[src/rtl/spi_mem_pkg.sv]
// spi_mem_pkg -- shared types and constants for the SPI memory controller.
//   state_e     : controller FSM states
//   SZ_*        : request size encodings (3 decodes as word)
//   OP_*        : SPI command opcodes
//   *_BITS      : bit counts of the command, address and dummy fields
//   req_t       : request fields captured at accept
//   helpers     : data-phase bit count, write-byte ordering, read-byte ordering
package spi_mem_pkg;

  typedef enum logic [2:0] {IDLE, CMD, ADDR, DUMMY, DATA, DONE} state_e;

  localparam logic [1:0] SZ_BYTE = 2'd0;
  localparam logic [1:0] SZ_HALF = 2'd1;
  localparam logic [1:0] SZ_WORD = 2'd2;

  localparam logic [7:0] OP_READ      = 8'h03;
  localparam logic [7:0] OP_WRITE     = 8'h02;
  localparam logic [7:0] OP_FAST_READ = 8'h0B;

  localparam int CMD_BITS   = 8;
  localparam int ADDR_BITS  = 24;
  localparam int DUMMY_BITS = 8;

  typedef struct packed {
    logic        we;
    logic [1:0]  size;
    logic        sram;   // 1 = cs2 device
    logic [31:0] wdata;
  } req_t;

  function automatic logic [5:0] data_bits(input logic [1:0] size);
    case (size)
      SZ_BYTE: return 6'd8;
      SZ_HALF: return 6'd16;
      default: return 6'd32;
    endcase
  endfunction

  // Byte 0 must leave first, so it goes to the top of the MSB-first shifter.
  function automatic logic [31:0] tx_data(input logic [31:0] wdata);
    return {wdata[7:0], wdata[15:8], wdata[23:16], wdata[31:24]};
  endfunction

  // The first byte received ends up highest in the shifter; undo that so
  // byte k lands at rdata[8k+7:8k], upper bytes zero.
  function automatic logic [31:0] rx_to_rdata(input logic [31:0] sr,
                                              input logic [1:0]  size);
    case (size)
      SZ_BYTE: return {24'h0, sr[7:0]};
      SZ_HALF: return {16'h0, sr[7:0], sr[15:8]};
      default: return {sr[7:0], sr[15:8], sr[23:16], sr[31:24]};
    endcase
  endfunction

endpackage

[src/rtl/spi_shift_phy.sv]
// spi_shift_phy -- SPI mode-0 bit engine: sclk phase, tx/rx shifters, bit counter.
//   clk, rst_n        : clock, synchronous active-low reset
//   load              : start a field; load_data is MSB-aligned, load_bits = length
//   shift             : advance one half-bit per cycle while asserted
//   clear             : stop, sclk low, mosi low (rx_data is kept)
//   miso              : serial data in, sampled on the sclk rising edge
//   sclk, mosi        : serial clock / data out (both straight from flops)
//   last_bit          : this cycle is the high phase of the field's last bit
//   rx_data           : received bits since the last load, newest in bit 0
module spi_shift_phy (
  input  logic        clk,
  input  logic        rst_n,
  input  logic        load,
  input  logic        shift,
  input  logic        clear,
  input  logic [31:0] load_data,
  input  logic [5:0]  load_bits,
  input  logic        miso,
  output logic        sclk,
  output logic        mosi,
  output logic        last_bit,
  output logic [31:0] rx_data
);

  logic [31:0] tx_sr;
  logic [4:0]  cnt;     // bits remaining in the field minus one

  assign mosi     = tx_sr[31];
  assign last_bit = shift & sclk & (cnt == 5'd0);

  always_ff @(posedge clk) begin
    if (!rst_n) begin
      sclk    <= 1'b0;
      tx_sr   <= '0;
      cnt     <= '0;
      rx_data <= '0;
    end else if (clear) begin
      sclk  <= 1'b0;
      tx_sr <= '0;
      cnt   <= '0;
    end else if (load) begin
      // Loading on the edge that ends the previous field's last bit keeps
      // the bit stream gapless across field boundaries.
      sclk    <= 1'b0;
      tx_sr   <= load_data;
      cnt     <= 5'(load_bits - 6'd1);
      rx_data <= '0;
    end else if (shift) begin
      if (!sclk) begin
        sclk    <= 1'b1;
        rx_data <= {rx_data[30:0], miso};
      end else begin
        sclk  <= 1'b0;
        tx_sr <= {tx_sr[30:0], 1'b0};
        cnt   <= cnt - 5'd1;
      end
    end
  end

endmodule

[src/rtl/spi_mem_ctrl.sv]
// spi_mem_ctrl -- single-outstanding SPI master for flash (cs1) and SRAM (cs2).
//   clk, rst_n          : clock, synchronous active-low reset
//   req_*               : request port; accepted when req_valid && req_ready
//   rsp_done/rdata/err  : completion pulse, zero-extended read data, flash-write error
//   sclk, mosi, cs1, cs2: SPI pins (mode 0, MSB first, selects active low)
//   miso                : SPI data in
// Build option SPI_FAST_READ_EN: flash reads use 0x0B plus 8 dummy bits.
module spi_mem_ctrl
  import spi_mem_pkg::*;
#(
  parameter int ADDR_W  = ADDR_BITS,
  parameter int SEL_BIT = 23
) (
  input  logic              clk,
  input  logic              rst_n,
  input  logic              req_valid,
  output logic              req_ready,
  input  logic              req_we,
  input  logic [1:0]        req_size,
  input  logic [ADDR_W-1:0] req_addr,
  input  logic [31:0]       req_wdata,
  output logic              rsp_done,
  output logic [31:0]       rsp_rdata,
  output logic              rsp_err,
  output logic              sclk,
  output logic              mosi,
  output logic              cs1,
  output logic              cs2,
  input  logic              miso
);

`ifdef SPI_FAST_READ_EN
  localparam bit FAST_RD = 1'b1;
`else
  localparam bit FAST_RD = 1'b0;
`endif

  state_e            state;
  req_t              req_q;
  logic [ADDR_W-1:0] addr_q;

  logic        accept, flash_wr, fast_dummy;
  logic        load, shift, clear, last_bit;
  logic [31:0] load_data, rx_data;
  logic [5:0]  load_bits;
  logic [7:0]  opcode;

  assign accept     = req_valid & req_ready;
  assign flash_wr   = req_we & ~req_addr[SEL_BIT];
  assign fast_dummy = FAST_RD & ~req_q.we & ~req_q.sram;
  assign opcode     = req_we ? OP_WRITE :
                      (FAST_RD && !req_addr[SEL_BIT]) ? OP_FAST_READ : OP_READ;
  assign shift      = (state == CMD) | (state == ADDR) | (state == DUMMY) |
                      (state == DATA);

  // Field sequencing for the bit engine; each load lands on the edge that
  // closes the previous field.
  always_comb begin
    load      = 1'b0;
    clear     = 1'b0;
    load_data = '0;
    load_bits = '0;
    case (state)
      IDLE: if (accept && !flash_wr) begin
        load      = 1'b1;
        load_data = {opcode, 24'h0};
        load_bits = 6'(CMD_BITS);
      end
      CMD: if (last_bit) begin
        load      = 1'b1;
        load_data = {addr_q, {(32-ADDR_W){1'b0}}};
        load_bits = 6'(ADDR_W);
      end
      ADDR: if (last_bit) begin
        load = 1'b1;
        if (fast_dummy) begin
          load_bits = 6'(DUMMY_BITS);
        end else begin
          load_data = req_q.we ? tx_data(req_q.wdata) : 32'h0;
          load_bits = data_bits(req_q.size);
        end
      end
      DUMMY: if (last_bit) begin
        load      = 1'b1;
        load_data = req_q.we ? tx_data(req_q.wdata) : 32'h0;
        load_bits = data_bits(req_q.size);
      end
      DATA: if (last_bit) clear = 1'b1;
      default: ;
    endcase
  end

  always_ff @(posedge clk) begin
    if (!rst_n) begin
      state     <= IDLE;
      req_q     <= '0;
      addr_q    <= '0;
      cs1       <= 1'b1;
      cs2       <= 1'b1;
      req_ready <= 1'b1;
      rsp_done  <= 1'b0;
      rsp_rdata <= '0;
      rsp_err   <= 1'b0;
    end else begin
      case (state)
        IDLE: if (accept) begin
          req_ready <= 1'b0;
          addr_q    <= req_addr;
          req_q     <= '{we: req_we, size: req_size, sram: req_addr[SEL_BIT],
                         wdata: req_wdata};
          if (flash_wr) begin
            // Flash is read-only: complete immediately without touching the bus.
            state     <= DONE;
            rsp_done  <= 1'b1;
            rsp_err   <= 1'b1;
            rsp_rdata <= '0;
          end else begin
            state <= CMD;
            cs1   <= req_addr[SEL_BIT];
            cs2   <= ~req_addr[SEL_BIT];
          end
        end
        CMD:   if (last_bit) state <= ADDR;
        ADDR:  if (last_bit) state <= fast_dummy ? DUMMY : DATA;
        DUMMY: if (last_bit) state <= DATA;
        DATA: if (last_bit) begin
          state     <= DONE;
          cs1       <= 1'b1;
          cs2       <= 1'b1;
          rsp_done  <= 1'b1;
          rsp_err   <= 1'b0;
          rsp_rdata <= req_q.we ? 32'h0 : rx_to_rdata(rx_data, req_q.size);
        end
        DONE: begin
          state     <= IDLE;
          rsp_done  <= 1'b0;
          req_ready <= 1'b1;
        end
        default: state <= IDLE;
      endcase
    end
  end

  spi_shift_phy u_phy (
    .clk       (clk),
    .rst_n     (rst_n),
    .load      (load),
    .shift     (shift),
    .clear     (clear),
    .load_data (load_data),
    .load_bits (load_bits),
    .miso      (miso),
    .sclk      (sclk),
    .mosi      (mosi),
    .last_bit  (last_bit),
    .rx_data   (rx_data)
  );

endmodule
[config.mk]
export PLATFORM = sky130hd
export DESIGN_NAME = spi_mem_ctrl
export DESIGN_NICKNAME = d
export VERILOG_FILES = /design/src/rtl/spi_mem_pkg.sv /design/src/rtl/spi_shift_phy.sv /design/src/rtl/spi_mem_ctrl.sv
export SDC_FILE = /design/constraint.sdc
export NUM_CORES = 1
export LEC_CHECK = 0
export ABC_AREA = 1
export ABC_CLOCK_PERIOD_IN_PS = 2110
export BUFFER_PORTS_ARGS = -buffer_cell sky130_fd_sc_hd__buf_2
export CAP_MARGIN = 20
export CORE_ASPECT_RATIO = 1.75
export CORE_MARGIN = 5
export CORE_UTILIZATION = 50
export CTS_CLUSTER_DIAMETER = 30
export DETAILED_ROUTE_END_ITERATION = 8
export PLACE_DENSITY = 0.78
export SYNTH_ARGS = -nofsm -noshare
export SYNTH_HDL_FRONTEND = slang
export SYNTH_SLANG_ARGS = --single-unit
[constraint.sdc]
create_clock -name clk -period 2.11 [get_ports clk]
set_input_delay 0.3165 -clock clk [delete_from_list [all_inputs] [get_ports clk]]
set_output_delay 0.3165 -clock clk [all_outputs]
set_load 0.01 [all_outputs]
==> impl.org, run 1 <==
** Outcome
- The run finished with clean final reports.

** Synthesis
- A synthesized cell averages 7.71 µm².
- Total standard cell area after synthesis :: 0.00684 mm²
- dfxtp_1 takes more of the synthesized area than any other cell.
- Count of mapped cells out of synthesis :: 887
- The synthesized design contains 169 register bits.
- The share of synthesized area in the top cell type comes to 0.495.
- Sequential area share after synthesis :: 0.495
- Area contributors post-synth :: dfxtp_1 49%, a21oi_1 11%, o21ai_0 8.9%, inv_1 5.2%, nor2_1 3.8%
- For this run, the number of Yosys warnings is 0.
- Syn Nets :: 951
- Counting distinct cell types in the post-synthesis netlist gives 32.

** Setup path
- STA classifies the critical path startpoint as a flip-flop.
- For the worst setup path, the data required time is 2.43 ns.
- Depth of the worst register-to-register path :: 13
- Setup slack on the worst reg-to-reg path comes out at 0.20 ns.
- Maximum fanout count along the critical path :: 5
- In this run the critical register-to-register path is captured at u_phy.cnt[4].
- Following the worst setup path forward leads to its endpoint at u_phy.cnt[4].
- Tracing the worst setup path back leads to its startpoint at state[0].
- R2r startpoint :: state[0]
- The worst setup path is of the reg -> reg kind.
- Element type at the critical path end :: flip-flop
- For the worst setup path, the data arrival time is 2.23 ns.

** GRT
- In the global route stage, met2 resource usage came out at 0.380.
- Initial antenna violation count :: 0
- met2 is the most crowded layer.
- Via count of the first global-routing pass :: 6062
- The first global-routing pass estimated 27800 µm of wire.
- In the global route stage, met3 resource usage came out at 0.0380.
- Largest net degree at the start of global routing :: 90
- In the global route stage, met1 resource usage came out at 0.227.
- For this run, the total global-route usage over all layers was measured as 0.211.
- For this run the aggregate overflow at the end of global routing stands at 0.

** Final layout
- Share of the core filled with cells :: 0.611
- The area growth from synthesis to layout is 20.1%.
- 0 antenna diodes ended up in the layout.
- In the final layout, the share of cells above drive strength 1 is 0.186.
- Nets :: 1037

** Placed design
- Final weighted congestion in routability-driven placement :: 0.905
- Post-place setup slack :: 0.126 ns
- Port Buffer Count :: 101
- Detailed placement ended at an HPWL of 12000 µm.

** STA
- Total setup violations reported at the end of the flow :: 0
- At the pin with the least slew margin, the transition time is 0.488 ns.
- Final sum of negative setup slack :: 0 ns
- In the post-route analysis, the smallest setup slack over all paths is 0.199 ns.
- In the finished design, the share of the clock period the worst path needs comes to 0.906.
- Maximum operating frequency :: 0.523 GHz
- Setup repair after global routing left no endpoint under its margin.
- Pins Over Slew Limit :: 0
- Final hold slack :: 0.117 ns
- For the final database, setup skew stands at 0.00707 ns.
- Number of hold-slack violations in the final timing report :: 0
- Final period demand of the worst path :: 1.91 ns
- Max transition margin :: 0.674

** Clock network
- TritonCTS clock tree :: done
- In this run, CTS created clock tree buffers numbering 17.
- Buffers added to address setup during post-CTS repair amount to 0.
- In this run, post-CTS hold repair placed 0 buffers.
- Post-CTS repair changed the size of 0 cells.
- TritonCTS sink count :: 169
- Clock slew seen by the registers of the worst setup and hold paths :: 0.06 ns
- CTS H-tree depth :: 4
- Clock buffer depth :: 2
- Root buffer cell :: clkbuf_16
- Clock latency on the worst-skew pair :: 0.42 ns

** Drt
- The detailed router finished its first iteration with 281 violations.
- The routed layout has 6372 vias.
- The first detailed-routing pass ran for 5 iterations.
- After detailed routing, the total wire length is 17300 µm.
- Wire per inst :: 14.9 µm
- In the routed layout, each cell is associated on average with a via count of 5.50.
- Drt drc :: 0
- The detail route stage leaves a number of antenna-violating nets equal to 0.

** Pwr
- Worst IR Drop VDD :: 906 µV
- Power per Cell Area :: 1450 mW/mm²
- In this run the static leakage power is 0.00338 µW.
- Overall power consumption after layout is estimated at 11900 µW.

** Die
- After floorplanning, the core was divided into 56 placement rows.
- The region available for standard cell placement spans 0.0135 mm².
- I/O pin count :: 102
- The floorplan step defined a die boundary enclosing 0.0162 mm².
- The die is 98.4 µm wide.
- Initial Util :: 0.509
- Height of the die :: 165 µm

** Run
- Reported max-cap violation count :: 0

** Worst hold path
- Min-Delay Path Class :: in -> reg
-- synthesized netlist by cell type, drive strengths merged --
library cell and n:
o22ai 30, a211o 1, inv 102, a41oi 1, o211ai 1, buf 25, clkbuf 38, nor2 71
o221ai 4, ha 1, a31oi 4, nor3 4, a221o 1, a21oi 149, nand4 5, dfxtp 169
o21ai 144, a211oi 22, nand2 66, a22o 1, xor2 1, nand3 47
-- worst max-delay path: stages (launching register included) --
cell     delay (ns)
dfxtp_2        0.35
nor2_4         0.15
nand2_1        0.08
nor2_1         0.15
nand2_2        0.11
nand2_1        0.15
inv_2          0.08
nand2_1        0.10
ha_1           0.20
nand2_1        0.08
o21ai_0        0.16
nand3_1        0.08
nand2_1        0.06
inv_1          0.03
-- state kept, by name, indices dropped and copies added, names as in the netlist --
signal / count
rsp_done: 1
rsp_rdata: 32
cs2: 1
u_phy.sclk: 1
addr_q: 24
u_phy.cnt: 5
u_phy.tx_sr: 32
cs1: 1
state: 3
req_q: 35
rsp_err: 1
req_ready: 1
u_phy.rx_data: 32
-- metrics by stage --
step / area, µm² / cells
floorplan: 6840 / 887
detailed placement: 7590 / 1128
CTS: 8200 / 1159
global placement: 7590 / 1128
finish: 8210 / 1159
global route: 8210 / 1159
-- logic make-up after synthesis --
logic type	count (synthesis)	share of synthesized area
AO/OA/AOI/OAI	358	0.285
buffers and inverters	165	0.0962
adder cells (fa/ha/maj)	1	0.00183
XOR/XNOR	1	0.00128
AND/OR/NAND/NOR	193	0.121
flip-flops	169	0.495
-- where the power goes --
part / internal (µW) / leakage [µW] / switching, µW
Clock: 1920 / 0.000286 / 1230
Combinational: 1510 / 0.00170 / 2730
Sequential: 4050 / 0.00139 / 481
-- routing by layer --
layer	vias up	routed length (µm)
li1	3189	-
met1	2939	6720
met2	183	9090
met3	61	659
met4	0	831
met5	-	0
-- layout make-up --
cell class | instances | area, µm²
multi-input combinational | 553 | 2810
inverter | 102 | 383
timing repair buffer | 130 | 815
fill | 1246 | 5240
clock inverter | 10 | 144
sequential | 169 | 3390
tap | 174 | 218
clock buffer | 21 | 460
-- placed cells by master (no fill, tap or decap), types with 2 or more instances in the layout --
cell        instances
clkbuf_8            2
dfxtp_1           166
o22ai_1            30
clkbuf_16          17
clkinvlp_4          3
nor3_1              4
nor2_2              2
nand4_1             4
o21ai_0           122
nor2_1             68
a31oi_1             4
bufinv_16           3
inv_2               8
nand3_1            46
clkbuf_1            2
o221ai_1            4
o21ai_1            21
a211oi_1           22
a21oi_4             2
buf_2             101
nand2_1            61
buf_4              21
dfxtp_2             3
a21oi_1           147
inv_1              94
buf_12              7
nand2_2             5
clkinv_4            2
-- worst min path at each step --
stage / end / slack [ns] / from / depth (start not counted)
finish: addr_q[17] / 0.12 / req_addr[17] / 3
global route: addr_q[17] / 0.11 / req_addr[17] / 3
CTS: addr_q[17] / 0.11 / req_addr[17] / 3
detailed placement: addr_q[11] / 0.44 / addr_q[11] / 2
global placement: req_q[3] / 0.44 / req_q[3] / 2
floorplan: addr_q[0] / 0.43 / addr_q[0] / 2
No activity file was read; power rests on OpenSTA's default activity.
==> run 2: changes to the inputs <==
Settings changed: BUFFER_PORTS_ARGS -buffer_cell sky130_fd_sc_hd__buf_2 to -buffer_cell sky130_fd_sc_hd__buf_4.
==> run 2 against run 1 <==
Via count down 0.47%. Highest routed layer unchanged. Sequential share of layout area down 0.97 points. Total power down 1.5%. Critical path depth down 1. Flip-flop and latch count unchanged. Final cell count about the same. Sequential power about the same. Hold slack better by 0.0040 ns. Worst setup slack better by 0.0023 ns. Die area unchanged. Utilization up 1.5 points.
==> impl.org, run 2 (same netlist as run 1, synthesis figures left out) <==
** Setup path
- The critical path depth was 12 (-1).
- Family with the most delay on the worst path :: simple AND/OR/NAND/NOR gates
- Among all stages on the critical path, the largest delay is contributed by dfxtp_1.
- The number of buffer and inverter instances along the worst setup path came to 3 (+1).
- The peak per-stage delay on the critical path was 0.46 ns (+0.11 ns).
- Maximum fanout count along the critical path :: 5 (unchanged)
- Among the stages of the critical path, the cell type that occurs most often is nand2_1.
- WP data required :: 2.43 ns (about the same)
- Critical-path cell list :: nor2_4, inv_1, nand4_1, nand2_4, inv_2, nand2_1, ha_1, nand2_1, o21ai_0, nand3_1, nand2_1, inv_1
- Element type at the critical path end :: flip-flop
- Arrival time worst endpoint :: 2.23 ns (about the same)
- The critical path in this run is classified as reg -> reg.
- Depth of the worst register-to-register path :: 12 (-1)
- The worst setup path is launched from a flip-flop.

** Placed design
- The count of input and output buffers was 101 (unchanged).
- Final weighted congestion in routability-driven placement :: 0.961 (+6.2%)
- The half-perimeter wire length after placement is 11800 µm (-1.4%).
- Instance area at placement :: 0.00782 mm² (+3.0%)

** Final layout
- Flip-flop count of the largest register, all copies and words added :: 35 (unchanged)
- Largest Register :: req_q
- Synthesis-to-finish area growth :: 22.9%
- The post-route cell area is 0.00841 mm² (+2.4%).
- Leaving out fill and tap cells, the most frequent cells in the layout are 167 x dfxtp_1, 147 x a21oi_1, 125 x buf_4, 122 x o21ai_0, 94 x inv_1.
- Diodes inserted :: 0 (unchanged)
- The final-stage net count is 1037 (unchanged).
- The layout cell share with drive strength beyond 1 is 0.189 (+0.00285).
- The filler cell count came to 1215 (-2.5%).
- Leading cell type in the layout, fill and taps excluded :: dfxtp_1

** Die
- The number of I/O pins was 102 (unchanged).
- The die extent in y is 165 µm (unchanged).
- Initial Util :: 0.509 (unchanged)
- The overall die area was 0.0162 mm² (unchanged).
- The core area is 0.0135 mm² (unchanged).
- Overall die width :: 98.4 µm (unchanged)
- Num rows :: 56 (unchanged)

** Drt
- Ratio of routed vias to standard cells :: 5.47 (-0.56%)
- The first-pass iteration count of the detailed router was 5 (unchanged).
- DRC violation total after the first TritonRoute iteration :: 291 (+3.6%)
- Residual antenna-violating net count after detailed routing :: 0 (unchanged)
- The final routed DRC violation total is 0 (unchanged).
- The detailed-route wire length per cell was 14.5 µm (-3.0%).
- Vias :: 6342 (-0.47%)
- Total Routed Length :: 16800 µm (-2.9%)

** Clock network
- TritonCTS sink count :: 169 (unchanged)
- The H-tree depth was 4 (unchanged).
- Root buffer cell :: clkbuf_16
- The number of setup buffers added after CTS was 0 (unchanged).
- TritonCTS built the clock tree.
- The clock transition at the registers of the reported paths is 0.07 ns (about the same).
- Clock buffer count from CTS :: 17 (unchanged)
- The number of buffers on the longest clock path came to 2 (unchanged).
- Clock latency on the worst-skew pair :: 0.42 ns (about the same)

** GRT
- GRT overflow :: 0 (unchanged)
- Via count of the first global-routing pass :: 5913 (-2.5%)
- The total track usage is 0.208 (-0.00301).
- The global-route wire length before repair is 27500 µm (-0.99%).
- The initial antenna violation count came to 0 (unchanged).
- The maximum number of pins on one net before global-route repair was 101 (+12%).

** STA
- Setup Skew :: 0.0113 ns (+0.00419 ns)
- Pins Over Slew Limit :: 0 (unchanged)
- The final count of negative-setup-slack endpoints came to 0 (unchanged).
- Number of hold-slack violations in the final timing report :: 0 (unchanged)
- The upper clock frequency limit was 0.524 GHz (+0.12%).
- The relative max-transition margin is 0.665 (-0.00891).
- Transition time of the tightest slew-check pin :: 0.502 ns (+0.0146 ns)
- The ratio of final minimum period to clock period is 0.905 (-0.00108).
- The worst hold slack after final layout came to 0.121 ns (+0.00401 ns).
- Final period demand of the worst path :: 1.91 ns (-0.00228 ns)
- Setup repair after global routing could not meet its margin everywhere.

** Run
- The number of max-cap violations came to 0 (unchanged).

** Worst hold path
- Min-Delay Path Class :: in -> reg
- The hold path depth was 3 (unchanged).

** Outcome
- Status :: completed

** Pwr
- Power per Cell Area :: 1400 mW/mm² (-3.8%)
- The largest voltage drop on the vdd net is 757 µV (-16%).
- The leakage power total came to 0.00340 µW (+0.73%).
[run 2: cell count changes in the layout (fill, tap and decap cells not counted), sizes merged]
cell and delta:
bufinv -2, inv +2, clkbuf -2, clkinvlp +2, clkinv +1
[run 2: metal layers]
metal,track usage,share of wire,vias to the layer above
li1,-,-,3201
met1,0.233,0.39,2875
met2,0.365,0.52,211
met3,0.0414,0.050,55
met4,0.119,0.046,0
met5,0,0,-
[run 2: path summary, 6_finish.rpt]
check,start,to,slack (ns)
setup reg to reg,state[1],u_phy.cnt[4],0.20
hold / removal,req_wdata[28],req_q[28],0.12
hold reg to reg,req_q[4],req_q[4],0.45
setup / recovery,state[1],u_phy.cnt[4],0.20
[run 2: layout make-up]
class                      instances  area (µm²)  area share
multi-input combinational        553        2820       0.335
tap                              174         218      0.0259
clock buffer                      19         443      0.0527
sequential                       169        3390       0.403
clock inverter                    13         121      0.0144
inverter                         102         385      0.0458
timing repair buffer             130        1040       0.123
[run 2: what timing repair did]
item                       in CTS  in global routing
hold buffers                    0                  0
setup endpoints to repair       0                 39
resized for setup               0                  8
hold endpoints to repair        0                  0
[run 2: report_power, final]
group | internal, µW | switching, µW
sequential | 4040 | 473
clock | 1660 | 1270
combinational | 1590 | 2710
total | 7300 | 4450
[run 2: tightest hold or removal path, delay by kind of cell]
kind          cells  cell delay, ns
simple gates      2            0.11
buf+inv           1            0.08
[run 2: metrics by stage]
| stage | util | power (µW) | worst slack (ns) | setup TNS, ns | std cells |
|---|---|---|---|---|---|
| after global placement | 0.581 | 8730 | 0.0973 | 0 | 1128 |
| after floorplan | - | 7450 | 0.0302 | 0 | 887 |
| after CTS | 0.623 | 11800 | 0.00153 | 0 | 1160 |
| after global routing | 0.625 | 12600 | -0.0227 | -0.0227 | 1160 |
| after detailed placement | 0.581 | 8830 | 0.0204 | 0 | 1128 |
| final | 0.625 | 11700 | 0.201 | 0 | 1160 |
==> run 3: changes to the inputs <==
Settings changed: SETUP_SLACK_MARGIN set to 0.5, SYNTH_HIERARCHICAL set to 1.
==> run 3 against run 2 <==
The run now ends with negative setup slack left. Largest power group unchanged. Clock skew decreased by 0.0019 ns. Sequential power decreased by 19%. Critical endpoint is now u_phy/cnt[4]. Count of clock-buffer cells in the layout decreased by 2. Critical path type unchanged.
==> impl.org, run 3 <==
** Pwr
- Worst IR Drop VDD :: 632 µV (-17%)
- The areal power density over the cells came to 926 mW/mm² (-34%).
- Cell leakage power :: 0.00394 µW (+16%)

** STA
- The worst hold slack after final layout is 0.151 ns (+0.0297 ns).
- The final count of negative-setup-slack endpoints is 2 (+2).
- Setup slack after layout :: -0.0765 ns (-0.277 ns)
- The upper clock frequency limit was 0.457 GHz (-13%).
- Pins Over Slew Limit :: 0 (unchanged)
- Final period demand of the worst path :: 2.19 ns (+0.277 ns)
- Unrepaired setup endpoints after global routing :: true
- The count of final hold-check violations came to 0 (unchanged).
- Setup Skew :: 0.00937 ns (-0.00190 ns)
- The ratio of final minimum period to clock period was 1.04 (+0.131).

** Drt
- The per-cell via count in the routed design is 5.78 (+5.7%).
- The violation count after the first detailed-route iteration is 535 (+84%).
- The detailed-route wire length per cell is 17.9 µm (+24%).
- The first-pass iteration count of the detailed router is 5 (unchanged).
- Drt drc :: 0 (unchanged)
- Residual antenna-violating net count after detailed routing :: 0 (unchanged)
- The number of vias after detailed routing came to 7694 (+21%).
- Total Routed Length :: 23900 µm (+42%)

** Clock network
- The latest clock arrival within the worst-skew pair was 0.43 ns (about the same).
- Clock slew seen by the registers of the worst setup and hold paths :: 0.07 ns (about the same)
- Clock buffer depth :: 2 (unchanged)
- The H-tree depth is 4 (unchanged).
- TritonCTS sink count :: 169 (unchanged)
- TritonCTS clock tree :: done
- Root buffer cell :: clkbuf_16
- The number of buffers inserted for hold repair after clock tree synthesis is 0 (unchanged).
- The number of CTS-inserted buffers is 17 (unchanged).

** Setup path
- WP data required :: 2.43 ns (about the same)
- Crit path launch type :: flip-flop
- Arrival time worst endpoint :: 2.51 ns (+0.28 ns)
- The maximum fanout count along the critical path is 3 (-2).
- Critical path class :: reg -> reg
- Element type at the critical path end :: flip-flop

** Placed design
- Placed Instances :: 1262 (+12%)
- Final HPWL from detailed placement :: 13300 µm (+13%)
- Instance area at placement :: 0.00826 mm² (+5.6%)
- The count of input and output buffers came to 101 (unchanged).
- Final weighted congestion in routability-driven placement :: 0.853 (-11%)

** Synthesis
- Count of mapped cells out of synthesis :: 1017 (+15%)
- The synthesized area per cell is 7.11 µm² (-7.8%).
- The total number of yosys warnings came to 6 (+6).
- Total standard cell area after synthesis :: 0.00723 mm² (+5.7%)

** Final layout
- The register area is 0.00339 mm² (+0.26%).
- Leaving out fill and tap cells, the most frequent cells in the layout are 213 x nand2_1, 166 x dfxtp_1, 130 x buf_4, 87 x a21oi_1, 85 x inv_1.
- Diodes inserted :: 0 (unchanged)
- Nets :: 1203 (+16%)
- Multi-input logic area :: 0.00378 mm² (+34%)
- Final non-filler cell area :: 0.0100 mm² (+19%)
- The filler cell count was 1020 (-16%).
- Leading cell type in the layout, fill and taps excluded :: nand2_1
- The layout cell share with drive strength beyond 1 is 0.292 (+0.103).
- Synthesis-to-finish area growth :: 38.6%
- Final cell count without fillers :: 1332 (+15%)
- Counting flops per register, the top entry is req_q.
- Share of the core filled with cells :: 0.701 (+0.0762)
- Flip-flop count of the largest register, all copies and words added :: 35 (unchanged)

** GRT
- The total track usage is 0.245 (+0.0365).
- Initial antenna violation count :: 0 (unchanged)
- The remaining global-route overflow is 0 (unchanged).
- Largest net degree at the start of global routing :: 119 (+18%)
- The global-route wire length before repair came to 33400 µm (+21%).
- Via count of the first global-routing pass :: 6942 (+17%)

** Die
- Overall die width :: 101 µm (+2.5%)
- CORE AREA :: 0.0143 mm² (+6.3%)
- Initial Util :: 0.506 (-0.00269)
- Height of the die :: 169 µm (+2.6%)
- DIE AREA :: 0.0171 mm² (+5.2%)
- Num rows :: 58 (+3.6%)
- The number of I/O pins was 102 (unchanged).

** Outcome
- Failing checks :: negative setup slack
- The flow ran to the end, but the final reports show violations.

** Run
- The number of max-cap violations was 0 (unchanged).

** Worst hold path
- The tightest min-delay check is of the in -> reg type.
run 3: changes by cell type in the layout (fill, tap and decap cells not counted), sizes merged, moves of 4 or more:
cell / previous run / this run
a22oi: 0 / 11
clkinvlp: 5 / 1
buf: 130 / 162
nand2: 66 / 248
nor2: 71 / 91
nor3: 4 / 9
a31oi: 4 / 21
a21oi: 149 / 109
a211oi: 22 / 0
conb: 0 / 4
o22ai: 30 / 22
o21ai: 144 / 90
nand3: 47 / 72
run 3: what timing repair did:
action                     CTS  global route
pin swaps                   23            55
cloned                       8             4
hold endpoints to repair     0             0
setup endpoints to repair  105           127
setup buffers               23             3
gates resized for setup     85            99
run 3: metal layers:
layer  share of wire  wire length (µm)  track usage  vias to the layer above
met5               0                 0            0                        -
met4           0.066              1580        0.122                        0
met3           0.053              1270       0.0441                      142
met2            0.54             12900        0.459                      400
met1            0.34              8170        0.252                     3576
li1                -                 -            -                     3576
run 3: critical path, cell delays in order, from the launching register on:
cell and delay (ns):
dfxtp_1 0.31, inv_1 0.14, nand4_1 0.18, nor3_4 0.26, inv_2 0.08, o21ai_4 0.21, buf_6 0.15, nand2_2 0.06
nand2_4 0.07, ha_4 0.15, nand3_4 0.10, nor2_4 0.10, nand2_1 0.09, nand3_1 0.11, nand2_1 0.07
run 3: stage by stage:
stage	setup TNS, ns	setup slack, ns	power, µW
after floorplan	0	0.0700	4920
after global placement	0	0.0910	5460
after detailed placement	0	0.0219	5490
after CTS	0	0.0735	8950
after global routing	-2.33	-0.212	9660
final	-0.0941	-0.0765	9290
run 3: where the power goes:
group | total [µW] | leakage (µW) | switching, µW | internal (µW)
clock network | 3120 | 0.000287 | 1440 | 1680
registers | 3640 | 0.00138 | 150 | 3490
logic | 2520 | 0.00227 | 1440 | 1080
run 3: final timing paths:
kind	endpoint	startpoint	depth (start not counted)	slack (ns)
setup / recovery	u_phy/cnt[4]	u_phy/cnt[3]	14	-0.08
setup reg to reg	u_phy/cnt[4]	u_phy/cnt[3]	14	-0.08
hold / removal	req_q[31]	req_wdata[31]	3	0.15
hold reg to reg	req_q[13]	req_q[13]	2	0.45
run 3: layout make-up:
class                   count  share of cell area
multi-input cells         686               0.377
flip-flops and latches    169               0.339
repair buffers            167               0.164
clock buffers              17              0.0424
inverters                  97              0.0391
well taps                 180              0.0225
clock inverters            15              0.0157
repair inverters            1             0.00112
